[src/rtl/countdown_timer_bcd_pkg.sv]
// countdown_timer_bcd_pkg: state encodings and BCD helpers shared by the countdown timer.
package timer_pkg;
    typedef enum logic [1:0] {
        ST_RUNNING  = 2'b00,
        ST_STOPPED  = 2'b01,
        ST_FINISHED = 2'b11
    } state_t;

    localparam int MAX_DIGITS = 8;

    function automatic logic [3:0] digit_limit(input int idx);
        return idx[0] ? 4'd5 : 4'd9;
    endfunction

    // Borrow ripples upward; a digit at 0 reloads its own limit and passes the borrow on.
    function automatic logic [31:0] bcd_dec_1s(input logic [31:0] vec, input int numDigits);
        logic [31:0] res;
        logic borrow;
        res = vec;
        borrow = 1'b1;
        for (int i = 0; i < MAX_DIGITS; i++)
            if (borrow && i < numDigits) begin
                if (vec[4*i +: 4] == 4'd0) res[4*i +: 4] = digit_limit(i);
                else begin
                    res[4*i +: 4] = vec[4*i +: 4] - 4'd1;
                    borrow = 1'b0;
                end
            end
        return res;
    endfunction

    function automatic logic bcd_is_zero(input logic [31:0] vec);
        return vec == 32'd0;
    endfunction
endpackage

[src/rtl/countdown_timer_bcd_if.sv]
// countdown_timer_bcd_if: raw push-buttons in, time/state/cursor display signals out.
interface countdown_timer_bcd_if #(parameter int NUM_DIGITS = 4);
    logic                          btn_up;
    logic                          btn_down;
    logic                          btn_left;
    logic                          btn_right;
    logic                          btn_action;
    logic [4*NUM_DIGITS-1:0]       time_bcd;
    logic [1:0]                    state;
    logic [$clog2(NUM_DIGITS)-1:0] cursor;
    logic                          cursor_valid;
    logic                          done_pulse;

    modport master (
        output btn_up, btn_down, btn_left, btn_right, btn_action,
        input  time_bcd, state, cursor, cursor_valid, done_pulse
    );
    modport slave (
        input  btn_up, btn_down, btn_left, btn_right, btn_action,
        output time_bcd, state, cursor, cursor_valid, done_pulse
    );
endinterface

[src/rtl/countdown_timer_bcd_btn_sync_edge.sv]
// btn_sync_edge: synchronises an asynchronous level and emits a one-cycle pulse on its rising edge.
module btn_sync_edge #(
    parameter int SYNC_STAGES = 2
) (
    input  logic clk,
    input  logic rst_n,
    input  logic din,
    output logic pulse
);
    logic [SYNC_STAGES-1:0] syncQ;
    logic                   prevQ;

    always_ff @(posedge clk or negedge rst_n)
        if (!rst_n) begin
            syncQ <= '0;
            prevQ <= 1'b0;
        end else begin
            syncQ <= {syncQ[SYNC_STAGES-2:0], din};
            prevQ <= syncQ[SYNC_STAGES-1];
        end

    assign pulse = syncQ[SYNC_STAGES-1] & ~prevQ;
endmodule

[src/rtl/countdown_timer_bcd.sv]
// countdown_timer_bcd: editable BCD MM:SS countdown with 1 s prescaler, pause/resume and preset restore.
module countdown_timer_bcd
    import timer_pkg::*;
#(
    parameter int TICK_DIV    = 50_000_000,
    parameter int NUM_DIGITS  = 4,
    parameter int SYNC_STAGES = 2
) (
    input logic                   clk,
    input logic                   rst_n,
    countdown_timer_bcd_if.slave  bus
);
    localparam int TW = 4 * NUM_DIGITS;
    localparam int CW = $clog2(NUM_DIGITS);
    localparam int PW = $clog2(TICK_DIV);

    logic upP, downP, leftP, rightP, actionP;
    state_t         stateQ, stateD;
    logic [TW-1:0]  timeQ, timeD, presetQ, presetD, timeDec;
    logic [CW-1:0]  cursorQ, cursorD;
    logic [PW-1:0]  preQ, preD;
    logic           doneQ, doneD;
    logic [3:0]     curDigit, curLimit;
    logic           editUp, editDown, moveLeft, moveRight, tick;

    btn_sync_edge #(.SYNC_STAGES(SYNC_STAGES)) uUp     (.clk(clk), .rst_n(rst_n), .din(bus.btn_up),     .pulse(upP));
    btn_sync_edge #(.SYNC_STAGES(SYNC_STAGES)) uDown   (.clk(clk), .rst_n(rst_n), .din(bus.btn_down),   .pulse(downP));
    btn_sync_edge #(.SYNC_STAGES(SYNC_STAGES)) uLeft   (.clk(clk), .rst_n(rst_n), .din(bus.btn_left),   .pulse(leftP));
    btn_sync_edge #(.SYNC_STAGES(SYNC_STAGES)) uRight  (.clk(clk), .rst_n(rst_n), .din(bus.btn_right),  .pulse(rightP));
    btn_sync_edge #(.SYNC_STAGES(SYNC_STAGES)) uAction (.clk(clk), .rst_n(rst_n), .din(bus.btn_action), .pulse(actionP));

    // Opposing buttons pressed together cancel each other.
    assign editUp    = upP & ~downP;
    assign editDown  = downP & ~upP;
    assign moveLeft  = leftP & ~rightP;
    assign moveRight = rightP & ~leftP;
    assign tick      = preQ == PW'(TICK_DIV - 1);
    assign curDigit  = timeQ[4*cursorQ +: 4];
    assign curLimit  = digit_limit(int'(cursorQ));
    assign timeDec   = TW'(bcd_dec_1s(32'(timeQ), NUM_DIGITS));

    always_ff @(posedge clk or negedge rst_n)
        if (!rst_n) begin
            stateQ  <= ST_STOPPED;
            timeQ   <= '0;
            presetQ <= '0;
            cursorQ <= '0;
            preQ    <= '0;
            doneQ   <= 1'b0;
        end else begin
            stateQ  <= stateD;
            timeQ   <= timeD;
            presetQ <= presetD;
            cursorQ <= cursorD;
            preQ    <= preD;
            doneQ   <= doneD;
        end

    always_comb begin
        stateD  = stateQ;
        timeD   = timeQ;
        presetD = presetQ;
        cursorD = cursorQ;
        preD    = preQ;
        doneD   = 1'b0;
        case (stateQ)
            ST_STOPPED: begin
                if (actionP) begin
                    if (!bcd_is_zero(32'(timeQ))) begin
                        presetD = timeQ;
                        preD    = '0;
                        stateD  = ST_RUNNING;
                    end
                end else if (editUp || editDown) begin
                    timeD[4*cursorQ +: 4] = editUp ? (curDigit == curLimit ? 4'd0 : curDigit + 4'd1)
                                                   : (curDigit == 4'd0 ? curLimit : curDigit - 4'd1);
                end else if (moveLeft || moveRight) begin
                    cursorD = moveLeft ? (cursorQ == CW'(NUM_DIGITS - 1) ? '0 : cursorQ + 1'b1)
                                       : (cursorQ == '0 ? CW'(NUM_DIGITS - 1) : cursorQ - 1'b1);
                end
            end
            ST_RUNNING: begin
                if (actionP) begin
                    stateD  = ST_STOPPED;
                    cursorD = '0;
                    preD    = '0;
                end else if (tick) begin
                    preD  = '0;
                    timeD = timeDec;
                    if (bcd_is_zero(32'(timeDec))) begin
                        stateD = ST_FINISHED;
                        doneD  = 1'b1;
                    end
                end else begin
                    preD = preQ + 1'b1;
                end
            end
            default: begin
                if (actionP) begin
                    stateD  = ST_STOPPED;
                    timeD   = presetQ;
                    cursorD = '0;
                end
            end
        endcase
    end

    assign bus.time_bcd     = timeQ;
    assign bus.state        = stateQ;
    assign bus.cursor       = cursorQ;
    assign bus.cursor_valid = stateQ == ST_STOPPED;
    assign bus.done_pulse   = doneQ;
endmodule
[src/flat_wrapper.sv]
// flat-port wrapper written by rule: the top's interface ports become plain ports
module countdown_timer_bcd_flat import timer_pkg::*;
#(
    parameter int TICK_DIV    = 50_000_000,
    parameter int NUM_DIGITS  = 4,
    parameter int SYNC_STAGES = 2
)
  (clk, rst_n, bus_btn_up, bus_btn_down, bus_btn_left, bus_btn_right, bus_btn_action, bus_time_bcd, bus_state, bus_cursor, bus_cursor_valid, bus_done_pulse);
  countdown_timer_bcd_if #(.NUM_DIGITS(NUM_DIGITS)) bus_i ();
  input logic clk;
  input logic rst_n;
  input wire logic [$bits(bus_i.btn_up)-1:0] bus_btn_up;
  input wire logic [$bits(bus_i.btn_down)-1:0] bus_btn_down;
  input wire logic [$bits(bus_i.btn_left)-1:0] bus_btn_left;
  input wire logic [$bits(bus_i.btn_right)-1:0] bus_btn_right;
  input wire logic [$bits(bus_i.btn_action)-1:0] bus_btn_action;
  output wire logic [$bits(bus_i.time_bcd)-1:0] bus_time_bcd;
  output wire logic [$bits(bus_i.state)-1:0] bus_state;
  output wire logic [$bits(bus_i.cursor)-1:0] bus_cursor;
  output wire logic [$bits(bus_i.cursor_valid)-1:0] bus_cursor_valid;
  output wire logic [$bits(bus_i.done_pulse)-1:0] bus_done_pulse;
  assign bus_i.btn_up = bus_btn_up;
  assign bus_i.btn_down = bus_btn_down;
  assign bus_i.btn_left = bus_btn_left;
  assign bus_i.btn_right = bus_btn_right;
  assign bus_i.btn_action = bus_btn_action;
  assign bus_time_bcd = bus_i.time_bcd;
  assign bus_state = bus_i.state;
  assign bus_cursor = bus_i.cursor;
  assign bus_cursor_valid = bus_i.cursor_valid;
  assign bus_done_pulse = bus_i.done_pulse;
  countdown_timer_bcd #(.TICK_DIV(TICK_DIV), .NUM_DIGITS(NUM_DIGITS), .SYNC_STAGES(SYNC_STAGES)) u_core (.clk(clk), .rst_n(rst_n), .bus(bus_i));
endmodule
[config.mk]
export PLATFORM = sky130hd
export DESIGN_NAME = countdown_timer_bcd_flat
export DESIGN_NICKNAME = d
export VERILOG_FILES = /design/src/rtl/countdown_timer_bcd_pkg.sv /design/src/rtl/countdown_timer_bcd_if.sv /design/src/rtl/countdown_timer_bcd_btn_sync_edge.sv /design/src/rtl/countdown_timer_bcd.sv /design/src/flat_wrapper.sv
export SDC_FILE = /design/constraint.sdc
export NUM_CORES = 1
export LEC_CHECK = 0
export ABC_AREA = 1
export CORE_MARGIN = 3
export CORE_UTILIZATION = 53
export CTS_CLUSTER_DIAMETER = 120
export DETAILED_ROUTE_END_ITERATION = 12
export HOLD_SLACK_MARGIN = 0.05
export PLACE_DENSITY = 0.81
export SYNTH_ARGS = -nofsm -noshare
export SYNTH_HDL_FRONTEND = slang
export SYNTH_HIERARCHICAL = 1
export SYNTH_SLANG_ARGS = --single-unit
[constraint.sdc]
create_clock -name clk -period 4.24 [get_ports clk]
set_input_delay 1.272 -clock clk [delete_from_list [all_inputs] [get_ports clk]]
set_output_delay 1.272 -clock clk [all_outputs]
set_load 0.01 [all_outputs]
==> impl_metrics.yaml, run 1 <==
timing:
  finClkSkew_ps: 11.41
  slew_violations: 0
  period_needed_ps: 3342
  setup_viol: 0
  post-route-period-util_pct: 78.82
  rsz0062_at_grt: "no"
  worst_pin_slew_ps: 1025
  slew_headroom_pct: 31.70
  tns_ps: 0
  hold_violations: 0
  max_freq_mhz: 299.2
  whs_ps: 357.4
floorplanning:
  design.core.area_sq_um: 9284
  start_util_pct: 54.68
  ios: 29
  fp.dieArea_sq_um: 10790
  rows: 35
  die_h_um: 103.9
  die_w_um: 103.9
finish:
  nFillCells: 868
  seqCellArea_sq_um: 1953
  multi_input_area_sq_um: 2710
  largest_reg_flops: 26
  nNetsFinal: 755
  stdcell_count: 866
  area_delta_synth_final_pct: 11.34
  drive_gt1_share_pct: 7.191
  largest_register: "u_core/preQ"
  diodes: 0
routing:
  vias: 4936
  drc: 0
  drt_iter0_markers: 423
  wire_per_inst_um: 15.52
  drt-total-wl_mm: 13.44
  via_per_inst: 5.700
  antenna_left: 0
  firstDrtPassIters: 5
setup_path:
  r2r-start: "u_core/bus.state[0]$_DFFE_PN1P_"
  critical_path_class: "flop to output pin"
  reg2reg_depth: 10
  startpoint: "u_core/bus.state[0]$_DFFE_PN1P_"
  required_ps: 2970
  rr_endpoint: "u_core/bus.time_bcd[3]$_DFFE_PN0P_"
  endpoint_kind: "output pin"
  cp_slowest_cell: "clkdlybuf4s50_1"
  crit_chain: "inv_1, nor2_1, clkdlybuf4s50_1"
  cpPeakStageDelay_ps: 650
  rrSetupSlack_ps: 1270
  path_max_fanout: 8
  arrival_ps: 2070
  startpoint_type: "flop"
synth:
  ys_ff_latch: 78
  async_reset_ff_share_pct: 100.0
  syn-num-nets: 730
  yosysWarnings: 6
  synthFlopType: "dfrtp_1"
  syn_inst: 707
  synth-edff-count: 0
  netlist_area_sq_um: 5076
  postSynthAreaPerCell_sq_um: 7.180
  yosysSeqAreaShare_pct: 38.48
  synth_cell_type_count: 46
cts:
  cts_buffers: 9
  cts_tree: "yes"
  h-tree-depth: 3
  clkLatencyLatePin_ps: 360
  ctsRootBufferMaster: "clkbuf_8"
  cts.path.max_buffers: 2
  cts_resized: 0
  cts-hold-fix-buffers: 0
  postCtsSetupRepairBufs: 0
  clock_sinks: 78
  path_clk_slew_ps: 100
grt:
  grt-ovfl-total: 0
  track_usage_pct: 24.66
  antenna_found_initial: 0
  grt_max_degree: 79
  grt_pass1_vias: 4613
  grt_pass1_wl_mm: 22.05
worst_hold_path:
  hold_path_depth: 0
  hp-start: "u_core/uRight/syncQ[0]$_DFF_PN0_"
  min_to: "u_core/uRight/syncQ[1]$_DFF_PN0_"
  hold_class: "flop to flop"
power_and_ir_drop:
  power.total_uw: 4039
  leakagePower_uw: 0.002606
  vdd_drop_max_mv: 0.3238
  power_density_nw_per_um2: 714.6
placement:
  port_buffers: 28
  place.gp.congestion: 0.9511
  dp_cells: 850
  dpl.hpwl_mm: 9.590
job:
  max_cap_violations: 0
outcome:
  outcome: "finished clean"
kinds of logic (layout without fill, tap and decap cells):
kind of cell    after synthesis  in the layout  share of synthesized area (%)
buf+inv                     101            131                          8.134
flops                        78             78                          38.48
fa+ha+maj                    16             16                          3.944
compound gates              117            117                          13.19
xor+xnor                     12             12                          2.070
simple gates                383            383                          34.19
power by group:
group	switching [uW]	internal, uW	leakage [uW]
clock network	322	286	0.000107
logic	1470	775	0.00151
registers	256	929	0.000990
final cells by class:
cell class                 instances  area share, %
multi-input combinational        528          47.95
sequential                        78          34.56
inverter                          84          5.623
timing repair buffer              31          5.313
tap                              129          2.856
clock buffer                       9          2.192
clock inverter                     7          1.505
critical path: cells and delay by family (launching register included):
family | cells | cell delay (ps)
DFF | 1 | 570
and+or+nand+nor | 1 | 450
buffers and inverters | 2 | 700
stage by stage:
step	worst slack [ps]	util, %	area (sq um)
after floorplan	1675	-	5076
after global placement	1295	58.63	5443
after detailed placement	1289	58.63	5443
after CTS	890.2	60.88	5652
after global routing	826.1	60.88	5652
final	897.9	60.88	5652
synth_stat cells (5+ instances only):
cell / number / area, sq um
inv_1: 76 / 285.3
nand3_1: 50 / 250.2
a21oi_1: 20 / 100.1
nor2_2: 10 / 62.56
nand2_1: 190 / 713.2
a22oi_1: 6 / 45.04
buf_2: 7 / 35.03
clkbuf_1: 7 / 26.28
nor2_1: 75 / 281.5
a21boi_1: 5 / 37.54
nor3_1: 17 / 85.08
xor2_1: 10 / 87.58
dfrtp_1: 77 / 1927
nand4_1: 16 / 100.1
ha_1: 16 / 200.2
o21ai_0: 62 / 310.3
per-layer routing:
metal	up-vias	GRT usage, %	part of all wire [%]
li1	2363	-	-
met1	2287	33.80	43
met2	248	39.04	47
met3	38	4.904	8.6
met4	0	8.832	2.2
met5	-	0	0
cells in the final DEF, fill, tap and decap left out, types with 4 or more instances in the layout:
master and n:
nand2_1 190, dfrtp_1 77, inv_1 76, nor2_1 75, o21ai_0 62, nand3_1 50
clkdlybuf4s50_1 27, a21oi_1 20, nor3_1 17, nand4_1 16, ha_1 16, nor2_2 10
xor2_1 10, clkbuf_8 9, a22oi_1 6, a21boi_1 5, inv_6 4, buf_4 4
inv_2 4, nor2_4 4, nor3_2 4, o21a_1 4
how the worst max path moves through the flow:
stage	to	slack (ps)	cells after the start
3_3_place_gp	bus_cursor_valid	1300	3
2_1_floorplan	bus_cursor_valid	1670	3
3_5_place_dp	bus_cursor_valid	1290	3
4_1_cts	bus_cursor_valid	890	3
6_report	bus_cursor_valid	900	3
5_1_grt	bus_cursor_valid	830	3
Power figures use the tool's default switching activity.
==> run 2, diff against run 1 <==
clock period = 3.5 ns   (was 4.24 ns; I/O delays follow)
==> run 2 against run 1 <==
Utilization grew 0.30 points. Setup slack lost 430 ps. Sequential cell count is the same. Clock skew shrank 1.1 ps. Count of clock-buffer cells in the layout is the same. Sequential share of layout area shrank 0.17 points. Largest cell class unchanged.
==> impl_metrics.yaml, run 2 (synthesis gave the netlist of run 1 again) <==
outcome:
  outcome: "finished clean"
routing:
  antenna_left: 0
  wire_per_inst_um: 15.06
  drt_iter0_markers: 436
  drt-total-wl_mm: 13.07
  via_per_inst: 5.675
  drc: 0
  vias: 4926
  firstDrtPassIters: 5
setup_path:
  reg2reg_depth: 9
  rr_endpoint: "u_core/bus.time_bcd[3]$_DFFE_PN0P_"
  required_ps: 2450
  cpPeakStageDelay_ps: 640
  startpoint_type: "flop"
  crit_buf_inv: 2
  worstSetupEndpoint: "bus_cursor_valid"
  crit_cells: 3
  cp_slowest_cell: "clkdlybuf4s50_1"
  r2r-start: "u_core/bus.state[0]$_DFFE_PN1P_"
  rrSetupSlack_ps: 670
  critical_path_class: "flop to output pin"
  path_max_fanout: 7
  endpoint_kind: "output pin"
  startpoint: "u_core/bus.state[0]$_DFFE_PN1P_"
  cp_top_family: "buffers and inverters"
  crit_chain: "inv_1, nor2_1, clkdlybuf4s50_1"
  arrival_ps: 1980
power_and_ir_drop:
  power_density_nw_per_um2: 864.7
  leakagePower_uw: 0.002614
  vdd_drop_max_mv: 0.3688
  power.total_uw: 4911
finish:
  area_delta_synth_final_pct: 11.88
  final_common_cell: "nand2_1"
  drive_gt1_share_pct: 7.442
  largest_reg_flops: 26
  nNetsFinal: 757
  final_cell_mix: "190 x nand2_1, 77 x dfrtp_1, 76 x inv_1"
  stdcell_count: 868
  largest_register: "u_core/preQ"
  diodes: 0
cts:
  cts_buffers: 9
  path_clk_slew_ps: 90
  cts_resized: 0
  h-tree-depth: 3
  clkLatencyLatePin_ps: 360
  cts-hold-fix-buffers: 0
  clock_sinks: 78
  cts.path.max_buffers: 2
  postCtsSetupRepairBufs: 0
  cts_tree: "yes"
  ctsRootBufferMaster: "clkbuf_8"
placement:
  dpl.hpwl_mm: 9.334
  dp_cells: 852
  place.gp.congestion: 0.9897
  port_buffers: 28
floorplanning:
  die_w_um: 103.9
  ios: 29
  rows: 35
  start_util_pct: 54.68
  die_h_um: 103.9
  fp.dieArea_sq_um: 10790
  design.core.area_sq_um: 9284
grt:
  track_usage_pct: 24.66
  grt_max_degree: 79
  grt_pass1_vias: 4522
  grt_pass1_wl_mm: 21.85
  grt-ovfl-total: 0
  antenna_found_initial: 0
timing:
  setup_viol: 0
  tns_ps: 0
  rsz0062_at_grt: "no"
  post-route-period-util_pct: 86.51
  slew_headroom_pct: 33.57
  worst_pin_slew_ps: 996.4
  finClkSkew_ps: 10.34
  hold_violations: 0
  max_freq_mhz: 330.3
  slew_violations: 0
  period_needed_ps: 3028
job:
  max_cap_violations: 0
worst_hold_path:
  hold_class: "flop to flop"
==> run 2: cell types whose count changed in the layout (fill, tap and decap cells not counted) <==
cell,previous run,this run
inv_8,1,0
inv_6,4,1
buf_4,4,6
clkinv_2,0,1
clkinvlp_4,0,2
bufinv_16,1,2
==> run 2: metal layers <==
| metal | global-route usage (%) | share of wire (%) | wire length (um) | vias up |
|---|---|---|---|---|
| met1 | 33.40 | 43 | 5647 | 2298 |
| li1 | - | - | - | 2367 |
| met2 | 39.37 | 46 | 6070 | 235 |
| met4 | 8.072 | 2.0 | 261 | 0 |
| met5 | 0 | 0 | 0 | - |
| met3 | 5.587 | 8.4 | 1094 | 26 |
==> run 2: worst min path at each step <==
stage | from | end | slack [ps] | cells after the start
floorplan | u_core/uAction/syncQ[0]$_DFF_PN0_ | u_core/uAction/syncQ[1]$_DFF_PN0_ | 330 | 0
global route | u_core/uDown/syncQ[0]$_DFF_PN0_ | u_core/uDown/syncQ[1]$_DFF_PN0_ | 370 | 0
global placement | u_core/uUp/syncQ[0]$_DFF_PN0_ | u_core/uUp/syncQ[1]$_DFF_PN0_ | 330 | 0
CTS | u_core/uDown/syncQ[0]$_DFF_PN0_ | u_core/uDown/syncQ[1]$_DFF_PN0_ | 360 | 0
finish | u_core/uDown/syncQ[0]$_DFF_PN0_ | u_core/uDown/syncQ[1]$_DFF_PN0_ | 360 | 0
detailed placement | u_core/uRight/syncQ[0]$_DFF_PN0_ | u_core/uRight/syncQ[1]$_DFF_PN0_ | 340 | 0
==> run 2: cell type report <==
cell class | instances | area, sq um
multi-input cells | 528 | 2710
clock inverters | 7 | 97.59
clock buffers | 9 | 123.9
flip-flops and latches | 78 | 1953
well taps | 129 | 161.4
inverters | 84 | 317.8
fillers | 842 | 3605
repair buffers | 33 | 315.3
==> run 2: worst register-to-register path, delay by kind of cell, from the launching register on <==
kind                       cells  cell delay (ps)
buffers and inverters          3              700
DFF                            1              570
and+or+nand+nor                4              970
adders and majority gates      1              300
AOI/OAI and AO/OA              1              150
==> run 2: report_power, final <==
group / leakage (uW) / internal, uW / switching, uW
registers: 0.000990 / 1120 / 334
clock network: 0.000106 / 404 / 358
logic: 0.00152 / 949 / 1740
==> run 2: metrics by stage <==
stage / area, sq um / util (%) / setup WS, ps / hold WS (ps)
finish: 5679 / 61.17 / 472.2 / 355.9
global route: 5679 / 61.17 / 347.0 / 368.0
CTS: 5679 / 61.17 / 472.2 / 358.1
detailed placement: 5458 / 58.79 / 778.9 / 337.3
global placement: 5458 / 58.79 / 889.2 / 334.0
floorplan: 5076 / - / 1153 / 331.2
